### config.mk
export PLATFORM = sky130hd
export DESIGN_NAME = temporal_unary_decoder
export DESIGN_NICKNAME = d
export VERILOG_FILES = /design/src/rtl/unary_pkg.sv /design/src/rtl/unary_lane_counter.sv /design/src/rtl/temporal_unary_decoder.sv
export SDC_FILE = /design/constraint.sdc
export NUM_CORES = 1
export LEC_CHECK = 0
export BUFFER_PORTS_ARGS = -buffer_cell sky130_fd_sc_hd__buf_2
export CAP_MARGIN = 20
export CORE_MARGIN = 2
export CORE_UTILIZATION = 55
export CTS_BUF_LIST = sky130_fd_sc_hd__clkbuf_4 sky130_fd_sc_hd__clkbuf_8
export DETAILED_ROUTE_END_ITERATION = 10
export HOLD_SLACK_MARGIN = 0.08
export PLACE_DENSITY_LB_ADDON = 0.15
export SETUP_SLACK_MARGIN = 0.3
export SYNTH_ARGS = -nofsm -noshare
export SYNTH_HDL_FRONTEND = slang
export SYNTH_SLANG_ARGS = --single-unit
### constraint.sdc
create_clock -name clk -period 5.5 [get_ports clk]
set_input_delay 0.275 -clock clk [delete_from_list [all_inputs] [get_ports clk]]
set_output_delay 0.275 -clock clk [all_outputs]
set_load 0.01 [all_outputs]
### src/rtl/unary_pkg.sv
`default_nettype none
// ============================================================================
//  Module      : unary_pkg
//  Description : Shared types and sizing helpers for the temporal unary
//                decoder (FSM state encoding, window length, result width).
//  Revision    : 1.0 - initial release
// ============================================================================
package unary_pkg;

    // Decoder control states
    typedef enum logic [1:0] {
        IDLE  = 2'd0,
        COUNT = 2'd1,
        HOLD  = 2'd2
    } state_t;

    // Cycles per data window: encoder counter period (2^size + 1) plus one
    function automatic int window_len(input int size);
        return (1 << size) + 2;
    endfunction

    // Result width per lane: one extra bit so +2^SIZE and -2^SIZE both fit
    function automatic int out_width(input int bw);
        return bw + 1;
    endfunction

endpackage : unary_pkg
`default_nettype wire

### src/rtl/unary_lane_counter.sv
`default_nettype none
// ============================================================================
//  Module      : unary_lane_counter
//  Description : One unary lane: saturating pulse counter, first-sample sign
//                latch, sticky saturation / sign-error flags and the signed
//                result register loaded on the last sample of the window.
//  Revision    : 1.0 - initial release
// ============================================================================
module unary_lane_counter #(
    parameter int SIZE  = 3,
    parameter int OUT_W = SIZE + 2
) (
    input  logic             clk,
    input  logic             reset,
    input  logic             clear,
    input  logic             sample,
    input  logic             first,
    input  logic             last,
    input  logic             unary_in,
    input  logic             is_negative,
    output logic [OUT_W-1:0] result,
    output logic             sat,
    output logic             sign_err
);
    import unary_pkg::*;

    localparam int               CW      = SIZE + 1;
    localparam logic [CW-1:0]    CNT_MAX = CW'(1 << SIZE);
    localparam logic [CW-1:0]    CNT_ONE = CW'(1);
    localparam logic [OUT_W-1:0] OUT_ONE = OUT_W'(1);

    logic [CW-1:0]    r_cnt;
    logic             r_sign;
    logic             w_at_max;
    logic [CW-1:0]    w_cnt_next;
    logic             w_sign_now;
    logic [OUT_W-1:0] w_mag;
    logic [OUT_W-1:0] w_signed;

    // Next count including this cycle's pulse, and the signed value it forms.
    // On the first sample the sign comes straight from the input since the
    // latch has not been loaded yet. Negating zero yields zero.
    always_comb begin
        w_at_max   = (r_cnt == CNT_MAX);
        w_cnt_next = (unary_in && !w_at_max) ? (r_cnt + CNT_ONE) : r_cnt;
        w_sign_now = first ? is_negative : r_sign;
        w_mag      = OUT_W'(w_cnt_next);
        w_signed   = w_sign_now ? (~w_mag + OUT_ONE) : w_mag;
    end

    // Per-lane state: clear on window start, accumulate while sampling,
    // capture the result on the final sample; result survives a clear.
    always_ff @(posedge clk or posedge reset) begin
        if (reset) begin
            r_cnt    <= '0;
            r_sign   <= 1'b0;
            sat      <= 1'b0;
            sign_err <= 1'b0;
            result   <= '0;
        end else if (clear) begin
            r_cnt    <= '0;
            r_sign   <= 1'b0;
            sat      <= 1'b0;
            sign_err <= 1'b0;
        end else if (sample) begin
            r_cnt <= w_cnt_next;
            if (unary_in && w_at_max) begin
                sat <= 1'b1;
            end
            if (first) begin
                r_sign <= is_negative;
            end else if (unary_in && (is_negative != r_sign)) begin
                sign_err <= 1'b1;
            end
            if (last) begin
                result <= w_signed;
            end
        end
    end

endmodule : unary_lane_counter
`default_nettype wire

### src/rtl/temporal_unary_decoder.sv
`default_nettype none
// ============================================================================
//  Module      : temporal_unary_decoder
//  Description : Decodes LANES temporal unary pulse trains into signed binary.
//                One window of WINDOW samples per start; the result vector is
//                presented on a valid/ready handshake.
//  Revision    : 1.0 - initial release
// ============================================================================
module temporal_unary_decoder
    import unary_pkg::*;
#(
    parameter int LANES     = 16,
    parameter int BIT_WIDTH = 4,
    parameter int SIZE      = BIT_WIDTH - 1,
    parameter int WINDOW    = window_len(SIZE),
    parameter int OUT_W     = out_width(BIT_WIDTH)
) (
    input  logic                   clk,
    input  logic                   reset,
    input  logic                   start,
    input  logic [LANES-1:0]       unary_in,
    input  logic [LANES-1:0]       is_negative,
    input  logic                   out_ready,
    output logic                   busy,
    output logic                   out_valid,
    output logic [LANES*OUT_W-1:0] out,
    output logic [LANES-1:0]       sat,
    output logic [LANES-1:0]       sign_err
);

    localparam int                WCNT_W   = $clog2(WINDOW);
    localparam logic [WCNT_W-1:0] WIN_LAST = WCNT_W'(WINDOW - 1);
    localparam logic [WCNT_W-1:0] WCNT_ONE = WCNT_W'(1);

    // A one-sample window cannot separate sign latch from result capture
    if (SIZE < 1) begin : g_size_check
        $error("temporal_unary_decoder: SIZE must be at least 1");
    end

    state_t            r_state;
    state_t            w_state_next;
    logic [WCNT_W-1:0] r_wcnt;
    logic              w_sample;
    logic              w_first;
    logic              w_last;

    // Lane strobes; start overrides any sampling in the same cycle
    always_comb begin
        w_sample = (r_state == COUNT) && !start;
        w_first  = w_sample && (r_wcnt == '0);
        w_last   = w_sample && (r_wcnt == WIN_LAST);
    end

    // Next state: start wins over window end and over the handshake
    always_comb begin
        w_state_next = r_state;
        if (start) begin
            w_state_next = COUNT;
        end else begin
            case (r_state)
                IDLE:    w_state_next = IDLE;
                COUNT:   if (r_wcnt == WIN_LAST) w_state_next = HOLD;
                HOLD:    if (out_ready)          w_state_next = IDLE;
                default: w_state_next = IDLE;
            endcase
        end
    end

    // State register
    always_ff @(posedge clk or posedge reset) begin
        if (reset) begin
            r_state <= IDLE;
        end else begin
            r_state <= w_state_next;
        end
    end

    // Window cycle counter: zeroed by start, advances once per sample
    always_ff @(posedge clk or posedge reset) begin
        if (reset) begin
            r_wcnt <= '0;
        end else if (start) begin
            r_wcnt <= '0;
        end else if (r_state == COUNT) begin
            r_wcnt <= r_wcnt + WCNT_ONE;
        end else begin
            r_wcnt <= '0;
        end
    end

    assign busy      = (r_state == COUNT);
    assign out_valid = (r_state == HOLD);

    for (genvar g = 0; g < LANES; g++) begin : g_lane
        unary_lane_counter #(
            .SIZE  (SIZE),
            .OUT_W (OUT_W)
        ) u_lane (
            .clk         (clk),
            .reset       (reset),
            .clear       (start),
            .sample      (w_sample),
            .first       (w_first),
            .last        (w_last),
            .unary_in    (unary_in[g]),
            .is_negative (is_negative[g]),
            .result      (out[g*OUT_W +: OUT_W]),
            .sat         (sat[g]),
            .sign_err    (sign_err[g])
        );
    end

endmodule : temporal_unary_decoder
`default_nettype wire

==> run_results.csv <==
group,metric,value,unit
status,status,"finished, final reports clean",
worst_setup_path,cpPeakStageDelay,0.94,ns
layout,fin_util,0.618,
pwr,power.density,250,nW/um2
worst_setup_path,start_kind,"register",
timing,min_period_over_period,0.539,
pwr,leakagePower,6.18,nW
timing,setup_viol,0,
synthesis,syn_nets,1284,
pwr,p_sw_frac,0.278,
drt,vias,9175,
synthesis,synth-seq-area-share,0.436,
layout,nets,1363,
grt,grt_pass1_wl,43500,um
drt,drcViolationCount,0,
placed_design,place_congestion,0.807,
layout,num_antenna_cells,0,
layout,final_layout_size_suffix_gt1_frac,0.170,
synthesis,synth_largest_area_cell,"dfrtp_1",
timing,clock_skew,0.0195,ns
timing,period_minus_slack,2.96,ns
cts,cts_resized,0,
synthesis,synth.distinct_cells,58,
worst_setup_path,critPathTopFamily,"compound AO/OA/AOI/OAI gates",
synthesis,synth_top_area_share,0.436,
cts,h-tree-depth,4,
synthesis,synth-edff-count,0,
grt,antenna_found_initial,0,
pwr,p_seq_frac,0.498,
layout,syn_to_final_growth,9.91,%
pwr,power_frac_comb,0.151,
timing,setup_slack,2.54,ns
worst_setup_path,rr_startpoint,"r_wcnt[0]",
timing,drv_slew,0,
worst_setup_path,end_kind,"register",
die,die_x,148,um
pwr,p_total,3.12,mW
cts,root_buffer,"clkbuf_8",
pwr,p_int,2.25,mW
die,dieArea,21800,um2
synthesis,syn_area_per_cell,9.48,um2
placed_design,port-buffer-count,149,
cts,cts_buffers,17,
worst_setup_path,required,5.88,ns
min_path,whs_path_depth,3,
worst_setup_path,critical_path_arrival,3.35,ns
synthesis,synthTopCellsByArea,"dfrtp_1, ha_1, a211oi_1",
timing,max_freq,337,MHz
placed_design,hpwl,17500,um
cts,worstSkewPairLatency,0.47,ns
worst_setup_path,crit_fanout,17,
placed_design,place_area,12000,um2
worst_setup_path,critPathKind,"register to register",
die,die_h,148,um
synthesis,yosys_warnings,0,
grt,track_usage,0.245,
worst_setup_path,r2r_cells,6,
synthesis,ys.flop_type,"dfrtp_1",
drt,drt_iter0_markers,639,
layout,finalInstanceArea,12500,um2
grt,grt.overflow.total,0,
drt,wl,26200,um
cts,cts_max_path_buffers,2,
die,initial_core_util,0.562,
synthesis,synth_top_cells_by_count,"dfrtp_1, nor2_1, nand2_1, a21oi_1, a211oi_1",
synthesis,async_flop_share,1.00,
placed_design,place_ws,2.30,ns
timing,worst_pin_slew,1.16,ns
timing,hold_viol_final,0,
cts,clkTransAtPathRegs,0.10,ns
synthesis,syn_inst,1200,
cts,clock-sinks,198,
flow_run,max_cap_viol_count,0,
timing,finalSetupTns,0,ns
drt,avgRoutedWirePerCell,16.8,um
synthesis,synth_area,11400,um2
worst_setup_path,critPathBufInv,1,
drt,ant_nets,0,
min_path,worstHoldStart,"unary_in[9]",
cts,cts_tree,"yes",
timing,max-slew-margin-rel,0.227,
cts,postCtsSetupBuffers,0,
worst_setup_path,ff2ff_setup_slack,2.54,ns
min_path,holdPathEnd,"g_lane[9].u_lane.r_cnt[0]",
drt,firstDrtPassIters,5,
die,ios,150,
worst_setup_path,regToRegEndpoint,"g_lane[2].u_lane.sign_err",
grt,grt_pass1_vias,8790,
min_path,hp-class,"primary input to register",
timing,rsz0062_at_grt,"false",
drt,viasPerCell,5.87,
pwr,p_clk_frac,0.351,
synthesis,yosysMostFrequentCell,"dfrtp_1",
die,coreArea,20200,um2
worst_setup_path,crit_chain,"inv_1, ha_1, or3b_1, a21o_1, a31oi_1, nor2_1",
die,row_count,52,
pwr,power_switching,0.869,mW
pwr,ir_worst_vdd,0.204,mV
worst_setup_path,slowest_stage,"or3b_1",
grt,grt_max_degree,155,
synthesis,ys_seq_elements,198,
[layout by cell type (no fill, tap or decap), types with 10 or more instances in the layout]
cell      count
a21oi_1      74
mux2i_1      28
a311oi_1     13
nor2_1      112
and2_1       13
nand3_1      19
clkbuf_8     19
a22oi_1      11
nand2_1      90
a31oi_1      33
o21ai_0      60
a21o_1       32
xor2_1       46
inv_1        37
o21ai_2      10
a211oi_1     63
dfrtp_1     198
nand4_1      29
buf_2       148
or3_1        23
nand3b_1     14
o21ai_1      16
xnor2_1      31
ha_1         48
[worst max path at each step]
stage | startpoint | end | cells past startpoint
after detailed placement | start | g_lane[7].u_lane.result[3] | 7
after CTS | r_wcnt[0] | g_lane[2].u_lane.sign_err | 6
after global routing | r_state[0] | g_lane[7].u_lane.result[3] | 6
after floorplan | reset | g_lane[0].u_lane.r_cnt[0] | 1
final | r_wcnt[0] | g_lane[2].u_lane.sign_err | 6
after global placement | start | g_lane[10].u_lane.result[3] | 7
[power by group through the flow]
stage / sequential (mW) / combinational, mW / clock (mW)
2_1_floorplan: 1.58 / 0.351 / 0
3_3_place_gp: 1.58 / 0.457 / 0
3_5_place_dp: 1.58 / 0.467 / 0
4_1_cts: 1.56 / 0.471 / 1.12
5_1_grt: 1.56 / 0.527 / 1.18
6_report: 1.56 / 0.471 / 1.10
[registers in the layout, indices dropped and copies added, names as in the netlist]
signal	cells
g_lane.u_lane.result	80
g_lane.u_lane.r_cnt	64
g_lane.u_lane.r_sign	16
g_lane.u_lane.sat	16
g_lane.u_lane.sign_err	16
r_wcnt	4
r_state	2
[what timing repair did]
action / CTS / global route
hold buffers: 1 / 0
setup endpoints to repair: 0 / 0
hold endpoints to repair: 44 / 0
[area by class of cell]
type                    count  area [um2]
inverters                  39         151
well taps                 270         338
multi-input cells         865        5730
fillers                  1735        7730
clock buffers              19         262
flip-flops and latches    198        4950
clock inverters            13         219
repair buffers            158         843
[kinds of logic (layout without fill, tap and decap cells)]
| logic type | after synthesis | count (layout) | synth area share |
|---|---|---|---|
| mux | 29 | 29 | 0.0256 |
| simple gates | 358 | 358 | 0.161 |
| compound gates | 353 | 353 | 0.204 |
| fa+ha+maj | 48 | 48 | 0.0528 |
| flops | 198 | 198 | 0.436 |
| xor+xnor | 77 | 77 | 0.0593 |
| buf+inv | 137 | 229 | 0.0613 |
[metrics by stage]
stage | cells | hold slack [ns]
floorplan | 1200 | 0.434
global placement | 1528 | 0.455
detailed placement | 1528 | 0.460
CTS | 1561 | 0.109
global route | 1562 | 0.128
finish | 1562 | 0.131
[layer usage]
layer	vias up	global-route usage	wire (um)
met5	-	0	0
met4	0	0.0633	454
met3	31	0.0432	1350
met2	231	0.403	12400
met1	4449	0.338	12100
li1	4464	-	-
[tightest hold or removal path: stages]
cell	delay, ns
buf_2	0.15
nand4_1	0.08
a21oi_1	0.06
Note: power is estimated with default switching activity, not from simulation.
